==> config.mk <==
export PLATFORM = sky130hd
export DESIGN_NAME = xif_coproc_responder
export DESIGN_NICKNAME = d
export VERILOG_FILES = /design/src/rtl/xif_coproc_responder.sv
export SDC_FILE = /design/constraint.sdc
export NUM_CORES = 1
export LEC_CHECK = 0
export ABC_AREA = 1
export BUFFER_PORTS_ARGS = -buffer_cell sky130_fd_sc_hd__buf_2
export CAP_MARGIN = 25
export CORE_MARGIN = 5
export CORE_UTILIZATION = 55
export DETAILED_ROUTE_END_ITERATION = 10
export GPL_TIMING_DRIVEN = 0
export PLACE_DENSITY = 0.71
export REMOVE_ABC_BUFFERS = 1
export SLEW_MARGIN = 20
export SYNTH_ARGS = -nofsm -noshare
export SYNTH_HDL_FRONTEND = slang
export SYNTH_SLANG_ARGS = --single-unit
export TNS_END_PERCENT = 20
==> constraint.sdc <==
create_clock -name clk_i -period 7.8 [get_ports clk_i]
set_input_delay 0.39 -clock clk_i [delete_from_list [all_inputs] [get_ports clk_i]]
set_output_delay 0.39 -clock clk_i [all_outputs]
set_load 0.005 [all_outputs]
==> src/rtl/xif_coproc_responder.sv <==
// Coprocessor end of the XIF issue/commit/result channels: decodes custom-0
// R-type ops, buffers them in order until commit/kill, and returns results after LATENCY.
module xif_coproc_responder #(
    parameter int unsigned DEPTH    = 4,
    parameter int unsigned LATENCY  = 2,
    parameter int unsigned ID_WIDTH = 4
) (
    input  logic                clk_i,
    input  logic                rst_ni,
    input  logic                issue_valid_i,
    output logic                issue_ready_o,
    input  logic [31:0]         issue_req_instr_i,
    input  logic [ID_WIDTH-1:0] issue_req_id_i,
    input  logic [31:0]         issue_req_rs0_i,
    input  logic [31:0]         issue_req_rs1_i,
    input  logic [1:0]          issue_req_rs_valid_i,
    output logic                issue_resp_accept_o,
    output logic                issue_resp_writeback_o,
    input  logic                commit_valid_i,
    input  logic [ID_WIDTH-1:0] commit_id_i,
    input  logic                commit_kill_i,
    output logic                result_valid_o,
    input  logic                result_ready_i,
    output logic [ID_WIDTH-1:0] result_id_o,
    output logic [31:0]         result_data_o,
    output logic [4:0]          result_rd_o,
    output logic                result_we_o
);
    localparam int unsigned PW = (DEPTH > 1) ? $clog2(DEPTH) : 1;
    localparam int unsigned CW = $clog2(DEPTH + 1);
    localparam int unsigned LW = (LATENCY > 1) ? $clog2(LATENCY) : 1;

    typedef struct packed {
        logic [ID_WIDTH-1:0] id;
        logic [2:0]          funct3;
        logic [4:0]          rd;
        logic [31:0]         rs0;
        logic [31:0]         rs1;
        logic                committed;
        logic                killed;
    } entry_t;

    typedef enum logic [1:0] {IDLE, EXEC, RESP} state_t;

    entry_t            buf_q [DEPTH];
    logic [DEPTH-1:0]  vld_q;
    logic [PW-1:0]     head_q, tail_q;
    logic [CW-1:0]     count_q;
    state_t            state_q, state_d;
    logic [LW-1:0]     cnt_q, cnt_d;

    logic [6:0]        opcode, funct7;
    logic [2:0]        funct3;
    logic [4:0]        rd;
    logic              supported, push, pop, latch;
    logic [DEPTH-1:0]  match;
    entry_t            head;
    logic              head_match, head_kill, head_commit;
    logic [63:0]       rot_dbl;
    logic [31:0]       exec_data;
    logic              unused_fields;

    assign opcode        = issue_req_instr_i[6:0];
    assign rd            = issue_req_instr_i[11:7];
    assign funct3        = issue_req_instr_i[14:12];
    assign funct7        = issue_req_instr_i[31:25];
    assign unused_fields = ^issue_req_instr_i[24:15];

    assign supported              = (opcode == 7'b0001011) && (funct7 == 7'd0) && (funct3 <= 3'd2);
    assign issue_ready_o          = (count_q < CW'(DEPTH)) && (issue_req_rs_valid_i == 2'b11);
    assign issue_resp_accept_o    = supported;
    assign issue_resp_writeback_o = supported && (rd != 5'd0);
    assign push                   = issue_valid_i && issue_ready_o && supported;

    // Only unresolved entries react to commit traffic; resolved ones are left alone.
    always_comb begin
        match = '0;
        for (int i = 0; i < DEPTH; i++)
            match[i] = commit_valid_i && vld_q[i] && (buf_q[i].id == commit_id_i) &&
                       !buf_q[i].committed && !buf_q[i].killed;
    end

    assign head        = buf_q[head_q];
    assign head_match  = match[head_q];
    assign head_kill   = vld_q[head_q] && (head.killed || (head_match && commit_kill_i));
    assign head_commit = vld_q[head_q] && (head.committed || (head_match && !commit_kill_i));

    assign rot_dbl = {head.rs0, head.rs0} << head.rs1[4:0];
    always_comb begin
        exec_data = '0;
        case (head.funct3)
            3'd0:    exec_data = head.rs0 + head.rs1;
            3'd1:    exec_data = head.rs0 ^ head.rs1;
            3'd2:    exec_data = rot_dbl[63:32];
            default: exec_data = '0;
        endcase
    end

    always_comb begin
        state_d = state_q;
        cnt_d   = cnt_q;
        pop     = 1'b0;
        latch   = 1'b0;
        case (state_q)
            IDLE: begin
                if (head_kill) begin
                    pop = 1'b1;
                end else if (head_commit) begin
                    cnt_d   = LW'(LATENCY - 1);
                    state_d = EXEC;
                end
            end
            EXEC: begin
                if (cnt_q == '0) begin
                    latch   = 1'b1;
                    state_d = RESP;
                end else begin
                    cnt_d = cnt_q - 1'b1;
                end
            end
            RESP: begin
                if (result_ready_i) begin
                    pop     = 1'b1;
                    state_d = IDLE;
                end
            end
            default: state_d = IDLE;
        endcase
    end

    assign result_valid_o = (state_q == RESP);

    always_ff @(posedge clk_i or negedge rst_ni) begin
        if (!rst_ni) begin
            state_q <= IDLE;
            cnt_q   <= '0;
        end else begin
            state_q <= state_d;
            cnt_q   <= cnt_d;
        end
    end

    // Flag updates first, push last: a new entry always starts unresolved.
    always_ff @(posedge clk_i or negedge rst_ni) begin
        if (!rst_ni) begin
            for (int i = 0; i < DEPTH; i++) buf_q[i] <= '0;
            vld_q   <= '0;
            head_q  <= '0;
            tail_q  <= '0;
            count_q <= '0;
        end else begin
            for (int i = 0; i < DEPTH; i++) begin
                if (match[i]) begin
                    buf_q[i].committed <= !commit_kill_i;
                    buf_q[i].killed    <= commit_kill_i;
                end
            end
            if (pop) begin
                vld_q[head_q] <= 1'b0;
                head_q        <= head_q + 1'b1;
            end
            if (push) begin
                buf_q[tail_q] <= '{id: issue_req_id_i, funct3: funct3, rd: rd,
                                   rs0: issue_req_rs0_i, rs1: issue_req_rs1_i,
                                   committed: 1'b0, killed: 1'b0};
                vld_q[tail_q] <= 1'b1;
                tail_q        <= tail_q + 1'b1;
            end
            count_q <= count_q + CW'(push) - CW'(pop);
        end
    end

    always_ff @(posedge clk_i or negedge rst_ni) begin
        if (!rst_ni) begin
            result_id_o   <= '0;
            result_data_o <= '0;
            result_rd_o   <= '0;
            result_we_o   <= 1'b0;
        end else if (latch) begin
            result_id_o   <= head.id;
            result_data_o <= exec_data;
            result_rd_o   <= head.rd;
            result_we_o   <= (head.rd != 5'd0);
        end
    end
endmodule

### Word-level counts from Yosys, hierarchy flattened

Cells that the tools add are included.

| operators by class | value |
|---|---|
| add/subtract/negate cells | 6 |
| magnitude comparators | 9 |
| equality and inequality tests | 14 |
| shifts and indexed selects | 1 |
| mux-type cells | 36 |
| bitwise logic cells | 6 |
| reductions and logical operators | 48 |

Operators with widths:

| cell | number |
|---|---|
| $bwmux 312 | 1 |
| $mux 236 | 1 |
| $mux 78 | 3 |
| $bmux 78 s2 | 1 |
| $demux 78 s2 | 1 |
| $pmux 32 s3 | 1 |
| $shl 64x5->64 | 1 |
| $add 32x32->32 | 1 |
| $xor 32x32->32 | 1 |
| $logic_and 1x1->1 | 29 |
| $eq 4x4->1 | 4 |
| $mux 2 | 8 |
| $mux 1 | 11 |
| $reduce_bool 5->1 | 2 |
| $logic_not 1->1 | 9 |
| $mux 4 | 2 |
| $eq 7x4->1 const B | 1 |
| $logic_not 7->1 | 1 |
| $ge 3x3->1 const B | 2 |
| $lt 2x3->1 const B | 2 |
| $ne 2x2->1 const B | 3 |
| $not 2->3 | 2 |
| $pmux 2 s3 | 1 |
| $add 2x1->2 const B | 2 |
| 24 further kinds | 30 |

| word-level totals | value |
|---|---|
| flip-flop bits (word level) | 368 |
| output and inout port bits | 46 |
| logic and storage cells | 158 |

### Longest topological paths before layout

| depth | value |
|---|---|
| depth after elaboration | 14 |
| mapped depth | 25 |
| mapped depth without buffers | 23 |

### Least setup slack after synthesis

Ideal clock, no wire load.

| timing | value |
|---|---|
| kind | reg-to-reg |
| start | register head_q[0] |
| end | register result_data_o[31] |
| library setup time | 0.116 ns |
| arrival | 2.974 ns |
| data required time | 7.684 ns |
| setup slack | 4.709 ns |
| cell stages (with the launch flop) | 18 |
| buffers on the path | 4 |
| cell sequence | dfrtp_1 -> inv_2 -> buf_2 -> buf_4 -> clkbuf_1 -> buf_1 -> nor2_1 -> o22ai_1 -> ha_1 -> a21oi_1 -> a21boi_0 -> o21ai_0 -> a21oi_1 -> nand3b_1 -> nand3_1 -> nand3_1 -> nand2_1 -> nand2_1 |

| between the ends | value |
|---|---|
| longest elaborated chain between the ends | 6 |
| elaborated cells between the ends (all ways) | 11 |

Ends and longest elaborated chain:

| item | line | RTL |
|---|---|---|
| from (decl) | 47 | `logic [PW-1:0] head_q, tail_q;` |
| from (signal assigned) | 160 | `head_q <= head_q + 1'b1;` |
| $not 2->3 (implied by the code) * | 83 | `assign head = buf_q[head_q];` |
| $bmux 78 s2 * | 83 |  |
| $mux 78 (implied by the code) * (2 in series) | 83 |  |
| $add 32x32->32 (tied with other cells) | 92 | `3'd0: exec_data = head.rs0 + head.rs1;` |
| $pmux 32 s3 * | 91 | `case (head.funct3)` |
| to (signal assigned) | 181 | `result_data_o <= exec_data;` |
| to (decl) | 25 | `output logic [31:0] result_data_o,` |

Mark *: on every way between the ends. The rest lies on a longest branch, timed or not. The select of a mux whose other input is x is not followed.
A chain may end at the register's enable or synchronous reset.

### Worst setup path after layout

| timing | value |
|---|---|
| start | register head_q[0] |
| end | register result_data_o[14] |

Same word-level chain as after synthesis.

==> results.cfg <==
[status]
status = finished, final reports clean

[timing]
hold_violations = 0
worst_slack_ns = 2.86
setup_viol = 0
finalCritPeriodShare_pct = 63.3
rsz0062_at_grt = no
clock_skew_ns = 0.0264
worst_slew_pin_slew_ns = 1.04
fin_crit_ns = 4.94
clock.fmax_mhz = 202
slew_headroom_pct = 30.5
tns_ns = 0
slew_violations = 0

[setup_path]
critPathArrivalTime_ns = 5.38
crit_slowest_cell = dfrtp_4
cp_top_family = simple AND/OR/NAND/NOR gates
worst_path_largest_cell_delay_ns = 0.70
worst-path-buf-inv = 3
cpMostUsedCell = nand2_1
crit_required_ns = 8.24
cp_max_fo = 115
r2r_setup_slack_ns = 2.86
cp-end-kind = flip-flop
critPathKind = flip-flop to flip-flop
cp-start-kind = flip-flop
worstPathCellList = inv_8, buf_16, a21oi_1, a32oi_4, inv_2, ha_1, nand3_1, nand2_1, nand3_1, nand2_1, nand2_1, nand2_1, nand2_1, nand2_1, nand2_1, o21ai_0, nand2_1, nand2_1, nand2_1

[die]
die_x_um = 203
die_area_um2 = 41400
initial_core_util_pct = 56.0
rows = 70
core_area_um2 = 36800
chipHeight_um = 203
io_pins = 158

[drt]
wirelength_um = 59900
drt_iter0_drc = 2123
ant_nets = 0
drt-pass1-iter-count = 6
routed_via_density = 5.82
vias = 19400
drc = 0
wl_per_cell_um = 18.0

[final_layout]
layout_common_cells = 825 x nand2_1, 425 x nand3_1, 366 x dfrtp_1
nets = 2991
final_common_cell = nand2_1
drive_gt1_share_pct = 9.15
area_growth_pct = 11.6
stdcell_count = 3332
fillers = 3322
fin_area_um2 = 23000
utilization_pct = 62.5

[placed_design]
portBuffers = 147
place_congestion = 0.980
place_ws_ns = 2.90
place_inst = 3259
dp_hpwl_um = 39400
post_dp_cell_area_um2 = 21500

[clock_tree]
ctsHoldBuffers = 2
post_cts_buffers = 0
clockBufferDepth = 3
clk_latency_ns = 0.57
clk_pin_slew_ns = 0.06
clock_sinks = 368
htreeDepth = 2
tritoncts.num_buffers = 42
cts_tree = built
cts-resized-gates = 0
ctsRootBufferMaster = clkbuf_16

[yosys]
async_reset_ff_share_pct = 100
synthCells = 2792
syn_area_um2 = 20600
yosys_warnings = 0
synth_top_family_by_area = simple AND/OR/NAND/NOR gates
synth-seq-cells = 368
synthSimpleGateAreaFrac_pct = 29.6
synth.distinct_cells = 48
syn_avg_cell_area_um2 = 7.38
synth_xor_area_share_pct = 0.723
synthMuxAreaShare_pct = 0
synth-edff-count = 0
synth_compound_area_share_pct = 14.6
ys_seq_area_share_pct = 44.7
synth_flop_cell = dfrtp_1
synth_fa_ha_area_share_pct = 2.62

[power]
peakVddDrop_v = 0.000244
p_per_area_nw_per_um2 = 367
p_leak_nw = 11.4

[global_route]
grt_pass1_wl_um = 97500
grt_max_degree = 116
grt_use_total_pct = 28.9
grt_overflow = 0
grt_pass1_vias = 18500
antenna_found_initial = 2

[min_path]
hp-class = primary input to flip-flop

[run]
drv_cap = 0
## cells in the mapped netlist (all sizes together), types with 2 or more instances
library cell | instances | share of area, %
nand2 | 836 | 15
nand3 | 425 | 10
o21ai | 425 | 10
dfrtp | 368 | 45
inv | 193 | 3.5
nor2 | 149 | 2.8
buf | 91 | 2.9
clkbuf | 71 | 1.3
a21oi | 70 | 1.7
ha | 40 | 2.4
o22ai | 31 | 0.94
nand4 | 13 | 0.39
nor3 | 12 | 0.29
xor2 | 11 | 0.47
a21o | 8 | 0.29
xnor2 | 6 | 0.26
o21bai | 5 | 0.18
or2 | 5 | 0.15
a32o | 4 | 0.19
a32oi | 4 | 0.28
o21a | 4 | 0.15
a211oi | 3 | 0.17
nand3b | 3 | 0.11
a21boi | 2 | 0.073
a31oi | 2 | 0.061
and3 | 2 | 0.061
fa | 2 | 0.19
## path summary, 6_finish.rpt
| check | start | depth (start not counted) | endpoint |
|---|---|---|---|
| max in group asynchronous | rst_ni | 4 | buf_q[297]$_DFFE_PN0P_ |
| min | issue_req_rs1_i[3] | 3 | buf_q[83]$_DFFE_PN0P_ |
| min reg2reg | result_rd_o[2]$_DFFE_PN0P_ | 2 | result_rd_o[2]$_DFFE_PN0P_ |
| max reg2reg | head_q[0]$_DFFE_PN0P_ | 19 | result_data_o[14]$_DFFE_PN0P_ |
| max | head_q[0]$_DFFE_PN0P_ | 19 | result_data_o[14]$_DFFE_PN0P_ |
| min in group asynchronous | rst_ni | 2 | buf_q[223]$_DFFE_PN0P_ |
## metal layers
layer / track usage (%) / up-vias / wire (um)
met2: 46.3 / 761 / 27500
li1: - / 9361 / -
met3: 4.87 / 129 / 4260
met1: 40.3 / 9156 / 26200
met4: 9.42 / 0 / 1880
met5: 0 / - / 0
## through the flow
step	hold slack [ns]	power (mW)
3_3_place_gp	0.452	6.17
5_1_grt	0.0398	9.00
2_1_floorplan	0.0944	4.94
4_1_cts	0.0236	8.37
3_5_place_dp	0.462	6.29
6_report	0.0530	8.43
## flip-flops by register name, indices dropped and copies added, names as in the netlist
| signal | cells |
|---|---|
| buf_q | 312 |
| result_data_o | 32 |
| result_rd_o | 5 |
| result_id_o | 4 |
| vld_q | 4 |
| count_q | 3 |
| head_q | 2 |
| state_q | 2 |
| tail_q | 2 |
| cnt_q | 1 |
| result_we_o | 1 |
## cells by family (layout without fill, tap and decap cells)
kind of cell,count (synthesis),after routing
buffers and inverters,355,425
other,0,2
XOR/XNOR,17,17
flip-flops,368,368
AND/OR/NAND/NOR,1447,1447
AO/OA/AOI/OAI,563,563
adder cells (fa/ha/maj),42,42
## cell type report
class	count	area (um2)	area share, %
Clock buffer	57	1210	5.26
Timing Repair Buffer	163	1130	4.91
Sequential cell	368	9220	40.1
Inverter	193	752	3.27
Clock inverter	12	220	0.958
Multi-Input combinational cell	2069	9860	42.9
Tap cell	468	586	2.55
Antenna cell	2	5.00	0.0218
## tightest hold or removal path: stages
cell	delay, ns
buf_2	0.09
nand2_1	0.05
o21ai_0	0.06
## where the power goes
part / leakage [nW] / internal (mW) / switching (mW)
Combinational: 5.66 / 1.31 / 2.95
Clock: 0.700 / 1.28 / 0.776
Sequential: 5.04 / 1.99 / 0.131
Total: 11.4 / 4.57 / 3.86
Note: power is estimated with default switching activity, not from simulation.
